[config.mk]
export PLATFORM = sky130hd
export DESIGN_NAME = bcd_counter_7seg_mux
export DESIGN_NICKNAME = d
export VERILOG_FILES = /design/src/rtl/seg7_pkg.sv /design/src/rtl/bcd_digit.sv /design/src/rtl/bcd_counter_7seg_mux.sv
export SDC_FILE = /design/constraint.sdc
export NUM_CORES = 1
export LEC_CHECK = 0
export ABC_AREA = 1
export BUFFER_PORTS_ARGS = -buffer_cell sky130_fd_sc_hd__buf_2
export CORE_UTILIZATION = 45
export CTS_CLUSTER_SIZE = 16
export DETAILED_ROUTE_END_ITERATION = 8
export PLACE_DENSITY = 0.66
export SETUP_SLACK_MARGIN = 0.05
export SKIP_LAST_GASP = 1
export SLEW_MARGIN = 0
export SYNTH_ARGS = -nofsm -noshare
export SYNTH_HDL_FRONTEND = slang
export SYNTH_SLANG_ARGS = --single-unit
[constraint.sdc]
create_clock -name clk -period 2.2 [get_ports clk]
set_input_delay 0.22 -clock clk [delete_from_list [all_inputs] [get_ports clk]]
set_output_delay 0.22 -clock clk [all_outputs]
set_load 0.02 [all_outputs]
[src/rtl/seg7_pkg.sv]
// Shared 7-segment patterns {a,b,c,d,e,f,g} (a = bit 6, 1 = lit) and the BCD digit decoder.
package seg7_pkg;

    localparam logic [6:0] SEG_0     = 7'b1111110;
    localparam logic [6:0] SEG_1     = 7'b0110000;
    localparam logic [6:0] SEG_2     = 7'b1101101;
    localparam logic [6:0] SEG_3     = 7'b1111001;
    localparam logic [6:0] SEG_4     = 7'b0110011;
    localparam logic [6:0] SEG_5     = 7'b1011011;
    localparam logic [6:0] SEG_6     = 7'b1011111;
    localparam logic [6:0] SEG_7     = 7'b1110000;
    localparam logic [6:0] SEG_8     = 7'b1111111;
    localparam logic [6:0] SEG_9     = 7'b1111011;
    localparam logic [6:0] SEG_BLANK = 7'b0000000;

    function automatic logic [6:0] digit_to_seg(input logic [3:0] digit);
        logic [6:0] seg;
        case (digit)
            4'd0:    seg = SEG_0;
            4'd1:    seg = SEG_1;
            4'd2:    seg = SEG_2;
            4'd3:    seg = SEG_3;
            4'd4:    seg = SEG_4;
            4'd5:    seg = SEG_5;
            4'd6:    seg = SEG_6;
            4'd7:    seg = SEG_7;
            4'd8:    seg = SEG_8;
            4'd9:    seg = SEG_9;
            default: seg = SEG_BLANK;
        endcase
        return seg;
    endfunction

endpackage

[src/rtl/bcd_digit.sv]
// One decimal digit of a ripple up/down BCD counter with carry/borrow chaining.
module bcd_digit (
    input  logic       clk,
    input  logic       rst_n,
    input  logic       clear_i,
    input  logic       inc_i,
    input  logic       dec_i,
    input  logic       carry_i,
    input  logic       borrow_i,
    output logic [3:0] digit_o,
    output logic       carry_o,
    output logic       borrow_o
);

    logic [3:0] digit_q, digit_d;
    logic       step_up, step_dn;

    always_comb begin
        step_up  = inc_i & carry_i;
        step_dn  = dec_i & borrow_i;
        carry_o  = step_up & (digit_q == 4'd9);
        borrow_o = step_dn & (digit_q == 4'd0);
        digit_d  = digit_q;
        if (clear_i) begin
            digit_d = 4'd0;
        end else if (step_up) begin
            digit_d = (digit_q >= 4'd9) ? 4'd0 : digit_q + 4'd1;
        end else if (step_dn) begin
            // Out-of-range values fold back to 9 so the digit can never leave 0-9.
            digit_d = (digit_q == 4'd0 || digit_q > 4'd9) ? 4'd9 : digit_q - 4'd1;
        end
    end

    always_ff @(posedge clk or negedge rst_n) begin
        if (!rst_n) begin
            digit_q <= 4'd0;
        end else begin
            digit_q <= digit_d;
        end
    end

    assign digit_o = digit_q;

endmodule

[src/rtl/bcd_counter_7seg_mux.sv]
// Multi-digit BCD up/down counter with prescaler, wrap pulse and multiplexed 7-segment scan.
// Define SEG7_LEADING_ZERO_BLANK_EN to blank leading zero digits (digit 0 is never blanked).
module bcd_counter_7seg_mux
    import seg7_pkg::*;
#(
    parameter int unsigned NUM_DIGITS = 4,
    parameter int unsigned COUNT_DIV  = 1,
    parameter int unsigned SCAN_DIV   = 1024
) (
    input  logic                    clk,
    input  logic                    rst_n,
    input  logic                    en_i,
    input  logic                    up_dn_i,
    input  logic                    clear_i,
    output logic [4*NUM_DIGITS-1:0] bcd_o,
    output logic                    wrap_o,
    output logic [6:0]              seg_o,
    output logic [NUM_DIGITS-1:0]   an_o
);

    localparam int unsigned PW = (COUNT_DIV > 1) ? $clog2(COUNT_DIV) : 1;
    localparam int unsigned SW = (SCAN_DIV > 1) ? $clog2(SCAN_DIV) : 1;
    localparam int unsigned IW = (NUM_DIGITS > 1) ? $clog2(NUM_DIGITS) : 1;
    localparam logic [PW-1:0] PRESC_MAX = PW'(COUNT_DIV - 1);
    localparam logic [SW-1:0] SCAN_MAX  = SW'(SCAN_DIV - 1);
    localparam logic [IW-1:0] IDX_MAX   = IW'(NUM_DIGITS - 1);

    logic [PW-1:0]           presc_q, presc_d;
    logic [SW-1:0]           scan_q, scan_d;
    logic [IW-1:0]           idx_q, idx_d;
    logic                    wrap_q, wrap_d;
    logic [6:0]              seg_q, seg_d;
    logic [NUM_DIGITS-1:0]   an_q, an_d;
    logic                    tick, scan_wrap;
    logic [NUM_DIGITS:0]     carry, borrow;
    logic [4*NUM_DIGITS-1:0] bcd;
    logic [3:0]              sel_digit;

    assign tick      = en_i & (presc_q == PRESC_MAX);
    assign carry[0]  = 1'b1;
    assign borrow[0] = 1'b1;

    for (genvar g = 0; g < NUM_DIGITS; g++) begin : gen_digit
        bcd_digit u_digit (
            .clk      (clk),
            .rst_n    (rst_n),
            .clear_i  (clear_i),
            .inc_i    (tick & up_dn_i),
            .dec_i    (tick & ~up_dn_i),
            .carry_i  (carry[g]),
            .borrow_i (borrow[g]),
            .digit_o  (bcd[4*g +: 4]),
            .carry_o  (carry[g+1]),
            .borrow_o (borrow[g+1])
        );
    end

    always_comb begin
        presc_d = presc_q;
        if (clear_i) begin
            presc_d = '0;
        end else if (en_i) begin
            presc_d = tick ? '0 : presc_q + 1'b1;
        end
        // Ripple out of the top digit means every digit rolled over.
        wrap_d    = ~clear_i & (carry[NUM_DIGITS] | borrow[NUM_DIGITS]);
        scan_wrap = (scan_q == SCAN_MAX);
        scan_d    = scan_wrap ? '0 : scan_q + 1'b1;
        idx_d     = idx_q;
        if (scan_wrap) begin
            idx_d = (idx_q == IDX_MAX) ? '0 : idx_q + 1'b1;
        end
    end

`ifdef SEG7_LEADING_ZERO_BLANK_EN
    logic lead_zero, sel_blank;
`endif

    always_comb begin
        an_d      = '0;
        sel_digit = 4'd0;
`ifdef SEG7_LEADING_ZERO_BLANK_EN
        lead_zero = 1'b1;
        sel_blank = 1'b0;
`endif
        for (int i = NUM_DIGITS - 1; i >= 0; i--) begin
`ifdef SEG7_LEADING_ZERO_BLANK_EN
            lead_zero = lead_zero & (bcd[4*i +: 4] == 4'd0);
`endif
            if (idx_q == IW'(i)) begin
                an_d[i]   = 1'b1;
                sel_digit = bcd[4*i +: 4];
`ifdef SEG7_LEADING_ZERO_BLANK_EN
                sel_blank = lead_zero && (i != 0);
`endif
            end
        end
`ifdef SEG7_LEADING_ZERO_BLANK_EN
        seg_d = sel_blank ? SEG_BLANK : digit_to_seg(sel_digit);
`else
        seg_d = digit_to_seg(sel_digit);
`endif
    end

    always_ff @(posedge clk or negedge rst_n) begin
        if (!rst_n) begin
            presc_q <= '0;
            scan_q  <= '0;
            idx_q   <= '0;
            wrap_q  <= 1'b0;
            seg_q   <= SEG_BLANK;
            an_q    <= '0;
        end else begin
            presc_q <= presc_d;
            scan_q  <= scan_d;
            idx_q   <= idx_d;
            wrap_q  <= wrap_d;
            seg_q   <= seg_d;
            an_q    <= an_d;
        end
    end

    assign bcd_o  = bcd;
    assign wrap_o = wrap_q;
    assign seg_o  = seg_q;
    assign an_o   = an_q;

endmodule
# After elaboration in Yosys (flattened, before gate mapping)
# Memories as Yosys holds them, arrays and structs flattened. A register that Yosys moved wholly into a read port is not among the register bits.
# Cells that the tools add are included.
[op_classes]
n_addsub = 11
magnitude_cmp = 8
n_eq_ne = 8
mux = 33
n_bitwise = 22
reduce_logical = 15
[op_table]
columns = ["operator", "n"]
rows = [
  ["$mux W4", 24],
  ["$and A1 B1 Y1", 18],
  ["$add A4 B1 Y4 const B", 4],
  ["$eq A4 B4 Y1 const B", 4],
  ["$ge A4 B4 Y1 const B", 4],
  ["$gt A4 B4 Y1 const B", 4],
  ["$logic_not A4 Y1", 4],
  ["$sub A4 B1 Y4 const B", 4],
  ["$reduce_bool A3 Y1", 4],
  ["$add A10 B1 Y10 const B", 1],
  ["$eq A10 B10 Y1 const B", 1],
  ["$mux W10", 1],
  ["$mux W1", 7],
  ["$eq A2 B2 Y1 const B", 2],
  ["$logic_or A1 B1 Y1", 4],
  ["$not A1 Y1", 3],
  ["$add A2 B1 Y2 const B", 1],
  ["$eq A2 B1 Y1 const B", 1],
  ["$logic_not A2 Y1", 1],
  ["$mux W2", 1],
  ["$reduce_bool A2 Y1", 1],
  ["$add A1 B1 Y1 const B", 1],
  ["$logic_not A1 Y1", 1],
  ["$or A1 B1 Y1", 1],
]
[totals]
reg_bits = 34
rom_bits = 112
input_bits = 5
output_inout_bits = 28
word_cells = 107
n_memories = 1
[memory_table]
columns = ["memory", "depth", "word_bits", "rd", "rd_ports_with_merged_regs", "write_ports", "line", "text"]
rows = [
  ["(no name shown)", 16, 7, 1, 1, 0, "seg7_pkg.sv:18", "case (digit)"],
]

# Logic depth before layout (Yosys ltp)
# Gate-level depths: netlist of the first run.
[logic_depth]
depth_word = 12
mapped_depth = 13

# By module
# Synthesis of the first run repeated with hierarchy kept, for this count alone.
[unflattened]
hier_cells = 449
hier_area_um2 = 3161.8
[modules_own_cells]
columns = ["mod", "instances", "cells_per_inst", "area_each_um2"]
rows = [
  ["bcd_digit", 4, 71, 435.4],
  ["bcd_counter_7seg_mux", 1, 165, 1420.1],
]

# Worst setup path before layout of the first run
# Ideal clock, no wire load.
[synth_timing]
path_type = "register to register"
from = "register idx_q[0]"
to = "register seg_q[3] (netlist: seg_o[3])"
arrival_ps = 1860
required_time_ps = 2078
setup_slack_ps = 218
stages_incl_launch_ff = 14
n_path_buf = 0
path_cell_list = "dfrtp_1 -> inv_1 -> ha_1 -> inv_1 -> nand2_1 -> o221ai_1 -> a22oi_1 -> inv_1 -> ha_1 -> inv_1 -> nand2_1 -> nand2_1 -> nand2_1 -> nand2_1"
[synth_between]
elab_chain_cells = 5
[synth_rtl]
columns = ["element", "line", "text"]
rows = [
  ["start, declared", "bcd_counter_7seg_mux.sv:30", "logic [IW-1:0] idx_q, idx_d;"],
  ["start signal, assigned", "bcd_counter_7seg_mux.sv:116", "idx_q <= idx_d;"],
  ["$eq A2 B2 Y1", "bcd_counter_7seg_mux.sv:90", "if (idx_q == IW'(i)) begin"],
  ["$mux W4 (3 in a row)", "bcd_counter_7seg_mux.sv:90", ""],
  ["$mux W4 (*)", "bcd_counter_7seg_mux.sv:90", ""],
  ["end, declared", "bcd_counter_7seg_mux.sv:32", "logic [6:0] seg_q, seg_d;"],
]
# Mark *: on every way between the ends. The rest lies on a longest branch, timed or not.
# A chain may end at the register's enable or synchronous reset.

# Final worst setup path of the first run
# Ends and elaborated chain as after synthesis.

==> results of run 1 <==
-- cell families after synthesis --
logic type,Yosys count,synth area share (%)
and+or+nand+nor,209,34.1
buffers and inverters,57,7.51
AOI/OAI and AO/OA,41,8.40
DFF,41,34.6
adders and majority gates,26,11.0
xor gates and xnor gates,15,4.43
-- placed cells by master, fill, tap and decap left out, types with 5 or more instances in the layout --
cell | synthesis | routed
dfrtp_1 | 41 | 41
ha_1 | 26 | 24
buf_2 | 1 | 32
nand4_1 | 7 | 7
nor3_1 | 5 | 5
a21oi_1 | 11 | 11
nor2_4 | 7 | 7
inv_1 | 45 | 44
inv_2 | 8 | 9
nand3_1 | 35 | 35
nor2_1 | 17 | 17
o21ai_0 | 14 | 13
o21ai_1 | 7 | 8
nand3_2 | 5 | 5
xor2_1 | 13 | 13
nand2_1 | 119 | 118
clkbuf_8 | 0 | 6
-- through the flow --
stage          area, um2  utilization, %  power [uW]
2_1_floorplan       2970               -        1630
3_3_place_gp        3220            50.7        1850
3_5_place_dp        3220            50.7        1870
4_1_cts             3350            52.8        2530
5_1_grt             3360            52.9        2700
6_report            3360            52.9        2510
-- cell type report --
type                            count  share of cell area (%)
Clock buffer                        6                    2.46
Multi-Input combinational cell    291                    51.3
Clock inverter                      2                    1.12
Sequential cell                    41                    30.6
Tap cell                           77                    2.87
Inverter                           53                    5.92
Timing Repair Buffer               36                    5.74
-- per-layer routing --
| metal | GRT usage [%] | up-vias | wire (um) |
|---|---|---|---|
| met3 | 2.98 | 7 | 187 |
| met4 | 7.52 | 0 | 103 |
| met2 | 34.8 | 47 | 3180 |
| li1 | - | 1309 | - |
| met5 | 0 | - | 0 |
| met1 | 25.4 | 1228 | 2870 |
-- state kept, by name, summed over array words and instances, names as in the netlist --
| register | flops |
|---|---|
| an_o | 4 |
| gen_digit.u_digit.digit_o | 16 |
| idx_q | 2 |
| presc_q | 1 |
| scan_q | 10 |
| seg_o | 7 |
| wrap_o | 1 |
-- worst max-delay path: cells and delay by family (launching register included) --
family	cells	cell delay (ns)
AO/OA/AOI/OAI	2	0.31
adder cells (fa/ha/maj)	2	0.51
buffers and inverters	4	0.30
flip-flops	1	0.44
AND/OR/NAND/NOR	5	0.28
-- worst min-delay path by stage --
stage          startpoint                               to  depth (start not counted)
2_1_floorplan       rst_n                          an_o[0]                          0
3_3_place_gp        rst_n                           wrap_o                          1
3_5_place_dp        rst_n  gen_digit[3].u_digit.digit_o[3]                          1
4_1_cts              en_i                          presc_q                          2
5_1_grt              en_i                          presc_q                          2
6_report             en_i                          presc_q                          2
-- power groups by stage --
| stage | Sequential, uW | Clock [uW] | Combinational [uW] |
|---|---|---|---|
| floorplan | 1050 | 0 | 570 |
| detailed placement | 959 | 0 | 912 |
| global placement | 958 | 0 | 893 |
| finish | 942 | 651 | 915 |
| global route | 957 | 699 | 1040 |
| CTS | 944 | 671 | 917 |
-- timing repair --
item                       4_1_cts  5_1_grt
setup endpoints to repair        0        6
setup buffers                    0        0
gates resized for setup          0        5
hold buffers                     1        0
hold endpoints to repair        19        0
==> qor.log, run 1 <==
[outcome] run status finished, final reports clean
[setup_path] R2R cell count 13
[die] Placement Rows 29
[sta] fin. max-slew vios 0
[routing] first drt pass iteration count 4
[sta] total setup violations reported at the end of the flow 0
[job] maxcap violations 0
[pwr] register share of total power 37.6%
[routing] via density per instance 5.12
[cts] clock root buffer clkbuf_8
[grt] global router's overall resource usage 20.2%
[grt] maximum number of pins on one net before global-route repair 22
[routing] violation count after the first detailed-routing iteration 79
[setup_path] kind of capture point of the worst setup path flop
[placed_design] number of cells in the design after placement 497
[routing] post-route ant nets 0
[placed_design] worst setup slack after placement 0.213 ns
[setup_path] classification of the worst setup path reg -> reg
[finish] Antenna Cells 0
[setup_path] worst path required time 2.39 ns
[grt] number of global-route vias before repair 2,602
[sta] Total Negative Setup Slacks 0 ns
[synthesis] flip-flop cell with the highest count after synthesis dfrtp_1
[sta] Tightest Pin Transition 0.458 ns
[grt] remaining global-route overflow 0
[placed_design] placed wire-length estimate after detailed placement 4870 um
[setup_path] last element of the critical path seg_o[3]
[setup_path] cell with the most instances on the worst path nand2_1
[pwr] P per Cell Area 747 nW/um2
[sta] Slew headroom 69.5%
[finish] Area Overhead vs Synth 13.2%
[synthesis] cell type contributing the most total cell area after synthesis dfrtp_1
[finish] Layout Cells excl Fill 506
[sta] post-route minimum period 1.95 ns
[die] count of pins on the block boundary 33
[synthesis] Mean Syn Cell Area 7.62 um2
[finish] Total Nets Final 459
[cts] Sink Count 41
[setup_path] startpoint of the worst register-to-register path idx_q[0]
[setup_path] startpoint class of the critical path flop
[routing] total number of vias 2,591
[routing] total detailed-routing wirelength 6350 um
[setup_path] r2r setup slk 0.25 ns
[synthesis] number of distinct standard cells referenced by the synthesized netlist 32
[pwr] Clk network pwr share 25.9%
[finish] number of fill cells 622
[synthesis] proportion of synthesized flip-flops having asynchronous set or reset 100%
[placed_design] quantity of I/O buffers inserted on ports 32
[sta] worst hold slack 0.125 ns
[cts] clock tree from TritonCTS built
[grt] initial antenna violation count 0
[placed_design] GP Congestion 0.900
[synthesis] library cell with the highest instance count after synthesis nand2_1
[cts] clock buffers created by TritonCTS 5
[pwr] combinational share of power 36.5%
[synthesis] area fraction of the dominant cell type after synthesis 34.6%
[sta] RSZ-0062 raised after global routing false
[synthesis] number of synthesized flops with an enable pin 0
[sta] fin crit share 88.9%
[die] floorplan die area 6920 um2
[synthesis] syn nets 420
[setup_path] Critical Path Max Stage Delay 0.44 ns
[synthesis] synthesized netlist cell count 389
[pwr] Worst VDD drop 0.458 mV
[cts] maximum buffer depth of the clock tree 2
[setup_path] worst endpoint data arrival time 2.15 ns
[routing] average wire per standard cell 12.5 um
[finish] sequential cell area 1030 um2
[pwr] switching component of the power 975 uW
[pwr] P_int 1530 uW
[cts] deepest level of the CTS H-tree 2
[setup_path] critical path peak fanout 5
[finish] layout cell share with drive strength beyond 1 19.3%
[die] initial core utilization 46.7%
[setup_path] slowest stage cell on the critical path dfrtp_1
[pwr] leakage power of the design 0.00178 uW
[sta] fmax 0.512 GHz
[worst_hold_path] Worst Hold Class in -> reg
[die] Chip Width 83.2 um
[setup_path] first element of the critical path idx_q[0]
[sta] clk_skew 0.0105 ns
[sta] Setup WS post-layout 0.245 ns
[synthesis] Post-Synthesis Cell Area 2970 um2
[cts] clock transition time at the flip-flop clock pins of the worst setup and hold paths 0.08 ns
[die] height of the die 83.2 um
[setup_path] critical path, cell by cell inv_1 -> ha_2 -> inv_2 -> nand2_1 -> o221ai_1 -> a22oi_1 -> inv_1 -> ha_1 -> inv_1 -> nand2_1 -> nand2_1 -> nand2_1 -> nand2_1
[synthesis] yosys warns 0
[sta] number of endpoints with negative hold slack in the final report 0
[finish] multi-input gate area in the final layout 1720 um2
[cts] clock insertion delay at the later pin of the skew report 0.30 ns
[pwr] Switching Fraction 38.9%
[synthesis] most area-consuming cells after synthesis dfrtp_1 35%, nand2_1 15%, ha_1 11%
[synthesis] Seq cells post-synth 41
[die] area of the placeable core 6350 um2
[routing] DRC Markers 0
[setup_path] worst r2r dst seg_o[3]
[synthesis] Synth top cells by count 119 x nand2_1, 45 x inv_1, 41 x dfrtp_1
[synthesis] sequential fraction of the synthesis area 34.6%
[grt] first-pass GRT wire length 11,300 um
Power figures use the tool's default switching activity.
==> run 2, diff against run 1 <==
--- a/config.mk
+++ b/config.mk
@@ -6,11 +6,12 @@
 export NUM_CORES = 1
 export LEC_CHECK = 0
 export ABC_AREA = 1
-export BUFFER_PORTS_ARGS = -buffer_cell sky130_fd_sc_hd__buf_2
+export CORE_MARGIN = 2
 export CORE_UTILIZATION = 45
 export CTS_CLUSTER_SIZE = 16
 export DETAILED_ROUTE_END_ITERATION = 8
-export PLACE_DENSITY = 0.66
+export DONT_BUFFER_PORTS = 1
+export PLACE_DENSITY = 0.62
 export SETUP_SLACK_MARGIN = 0.05
 export SKIP_LAST_GASP = 1
 export SLEW_MARGIN = 0
==> qor.log, run 2 (same netlist as run 1, synthesis figures left out) <==
[placed_design] Post-DP Area 3080 um2
[finish] layout cell share with drive strength beyond 1 13.2%
[job] maxcap violations 0
[grt] first-pass GRT wire length 10,900 um
[die] height of the die 85.2 um
[die] count of pins on the block boundary 33
[setup_path] worst endpoint data arrival time 2.21 ns
[cts] deepest level of the CTS H-tree 2
[routing] top layer reached by signal wires met4
[sta] post-route minimum period 2.02 ns
[routing] post-route ant nets 0
[finish] multi-input gate area in the final layout 1720 um2
[setup_path] critical path peak fanout 5
[placed_design] GP Congestion 0.897
[finish] Antenna Cells 0
[sta] number of endpoints with negative hold slack in the final report 0
[pwr] leakage power of the design 0.00167 uW
[die] Chip Width 85.2 um
[grt] initial antenna violation count 0
[finish] number of fill cells 621
[cts] clock tree from TritonCTS built
[setup_path] slowest stage cell on the critical path dfrtp_1
[cts] clock buffers created by TritonCTS 5
[sta] Tightest Pin Transition 0.509 ns
[setup_path] classification of the worst setup path reg -> reg
[pwr] combinational share of power 28.6%
[sta] total setup violations reported at the end of the flow 0
[die] area of the placeable core 6350 um2
[cts] clock transition time at the flip-flop clock pins of the worst setup and hold paths 0.09 ns
[sta] fmax 0.496 GHz
[routing] DRC Markers 0
[die] initial core utilization 46.7%
[grt] maximum number of pins on one net before global-route repair 42
[setup_path] critical path, cell by cell inv_1 -> ha_2 -> inv_1 -> nand2_1 -> o221ai_1 -> a22oi_1 -> inv_1 -> ha_1 -> inv_1 -> nand2_1 -> nand2_1 -> nand2_1 -> nand2_1
[finish] Area Overhead vs Synth 10.5%
[pwr] Worst VDD drop 0.452 mV
[pwr] P_int 1570 uW
[routing] first drt pass iteration count 4
[pwr] register share of total power 41.9%
[die] floorplan die area 7250 um2
[routing] total number of vias 2,463
[sta] fin. max-slew vios 0
[finish] sequential cell area 1030 um2
[grt] number of global-route vias before repair 2,371
[setup_path] kind of capture point of the worst setup path flop
[pwr] P per Cell Area 774 nW/um2
[routing] average wire per standard cell 13.1 um
[worst_hold_path] Worst Hold Class in -> reg
[cts] clock insertion delay at the later pin of the skew report 0.30 ns
[cts] clock root buffer clkbuf_8
[die] Placement Rows 29
[grt] global router's overall resource usage 18.7%
[finish] Total Nets Final 433
[cts] maximum buffer depth of the clock tree 2
[setup_path] buffers plus inverters on the worst setup path 4
[cts] Sink Count 41
[sta] Total Negative Setup Slacks 0 ns
[placed_design] quantity of I/O buffers inserted on ports 0
[placed_design] placed wire-length estimate after detailed placement 4710 um
[routing] Met2 Routed Length 2950 um
[setup_path] startpoint class of the critical path flop
[setup_path] category of cells accounting for the largest share of critical-path delay adder cells
[sta] RSZ-0062 raised after global routing true
[grt] remaining global-route overflow 0
[routing] via density per instance 5.13
[sta] Slew headroom 66.1%
[outcome] run status finished, final reports clean
[finish] commonest non-fill, non-tap cells in the layout 119 x nand2_1, 45 x inv_1, 41 x dfrtp_1
[finish] flip-flop count of the largest register, all copies and words added 16
[sta] clk_skew 0.00627 ns
[pwr] Switching Fraction 38.0%
[pwr] Clk network pwr share 29.5%
[sta] fin crit share 91.7%
[routing] violation count after the first detailed-routing iteration 104
[sta] worst hold slack 0.0760 ns
[setup_path] Critical Path Max Stage Delay 0.44 ns
[setup_path] cell with the most instances on the worst path nand2_1
[finish] final design instance area without fill 3280 um2
[pwr] switching component of the power 962 uW
[finish] leading cell type in the layout, fill and taps excluded nand2_1
[routing] total detailed-routing wirelength 6280 um
[routing] met3 wirelength from detailed routing 258 um
[setup_path] worst path required time 2.39 ns
[routing] Post-Route M1 WL 2960 um
run 2: cell types whose count changed in the layout (fill, tap and decap cells not counted), sizes merged:
cell / delta
buf: -28
bufinv: +1
clkbuf: -1
clkinvlp: -1
dlygate4sd3: +2
inv: +1
run 2: tightest hold or removal path: stages:
cell and delay (ns):
a21oi_4 0.02, nand2_1 0.05, nand2_1 0.04
run 2: area by class of cell:
| type | count | area share [%] |
|---|---|---|
| clock buffer | 5 | 2.10 |
| clock inverter | 3 | 2.10 |
| tap | 77 | 2.94 |
| timing repair buffer | 10 | 2.90 |
| sequential | 41 | 31.3 |
| multi-input combinational | 291 | 52.6 |
| inverter | 53 | 6.07 |
run 2: path summary, 6_finish.rpt:
| kind | from | end | slack [ns] | cells past startpoint |
|---|---|---|---|---|
| worst max-delay path | idx_q[0] | seg_o[3] | 0.18 | 13 |
| worst min-delay path | clear_i | gen_digit[3].u_digit.digit_o[3] | 0.08 | 3 |
| worst max register to register | idx_q[0] | seg_o[3] | 0.18 | 13 |
| worst min register to register | scan_q[2] | scan_q[2] | 0.53 | 1 |
| max in group asynchronous | rst_n | seg_o[4] | 1.58 | 2 |
| min in group asynchronous | rst_n | gen_digit[2].u_digit.digit_o[3] | 0.42 | 2 |
run 2: stage by stage:
stage               instances  setup slack [ns]  power [uW]  utilization [%]
floorplan                 389             0.218        1630                -
global placement          467             0.260        1770             48.4
detailed placement        467             0.188        1770             48.4
CTS                       479             0.157        2560             51.4
global route              480            0.0359        2720             51.6
finish                    480             0.183        2540             51.6
run 2: power groups by stage:
stage	Combinational, uW	Clock [uW]	Sequential [uW]
floorplan	570	0	1050
global placement	684	0	1080
detailed placement	691	0	1080
CTS	719	773	1070
global route	840	806	1080
finish	725	749	1060
run 2: metal layers:
layer	track usage, %	vias to the layer above
li1	-	1268
met4	6.49	0
met5	0	-
met2	29.8	50
met3	4.38	9
met1	24.9	1136
run 2: timing repair:
item | CTS | global route
buffers inserted | 0 | 1
hold buffers | 4 | 0
endpoints found under the hold margin | 42 | 0
gates resized for setup | 0 | 2
endpoints found under the setup margin | 0 | 4
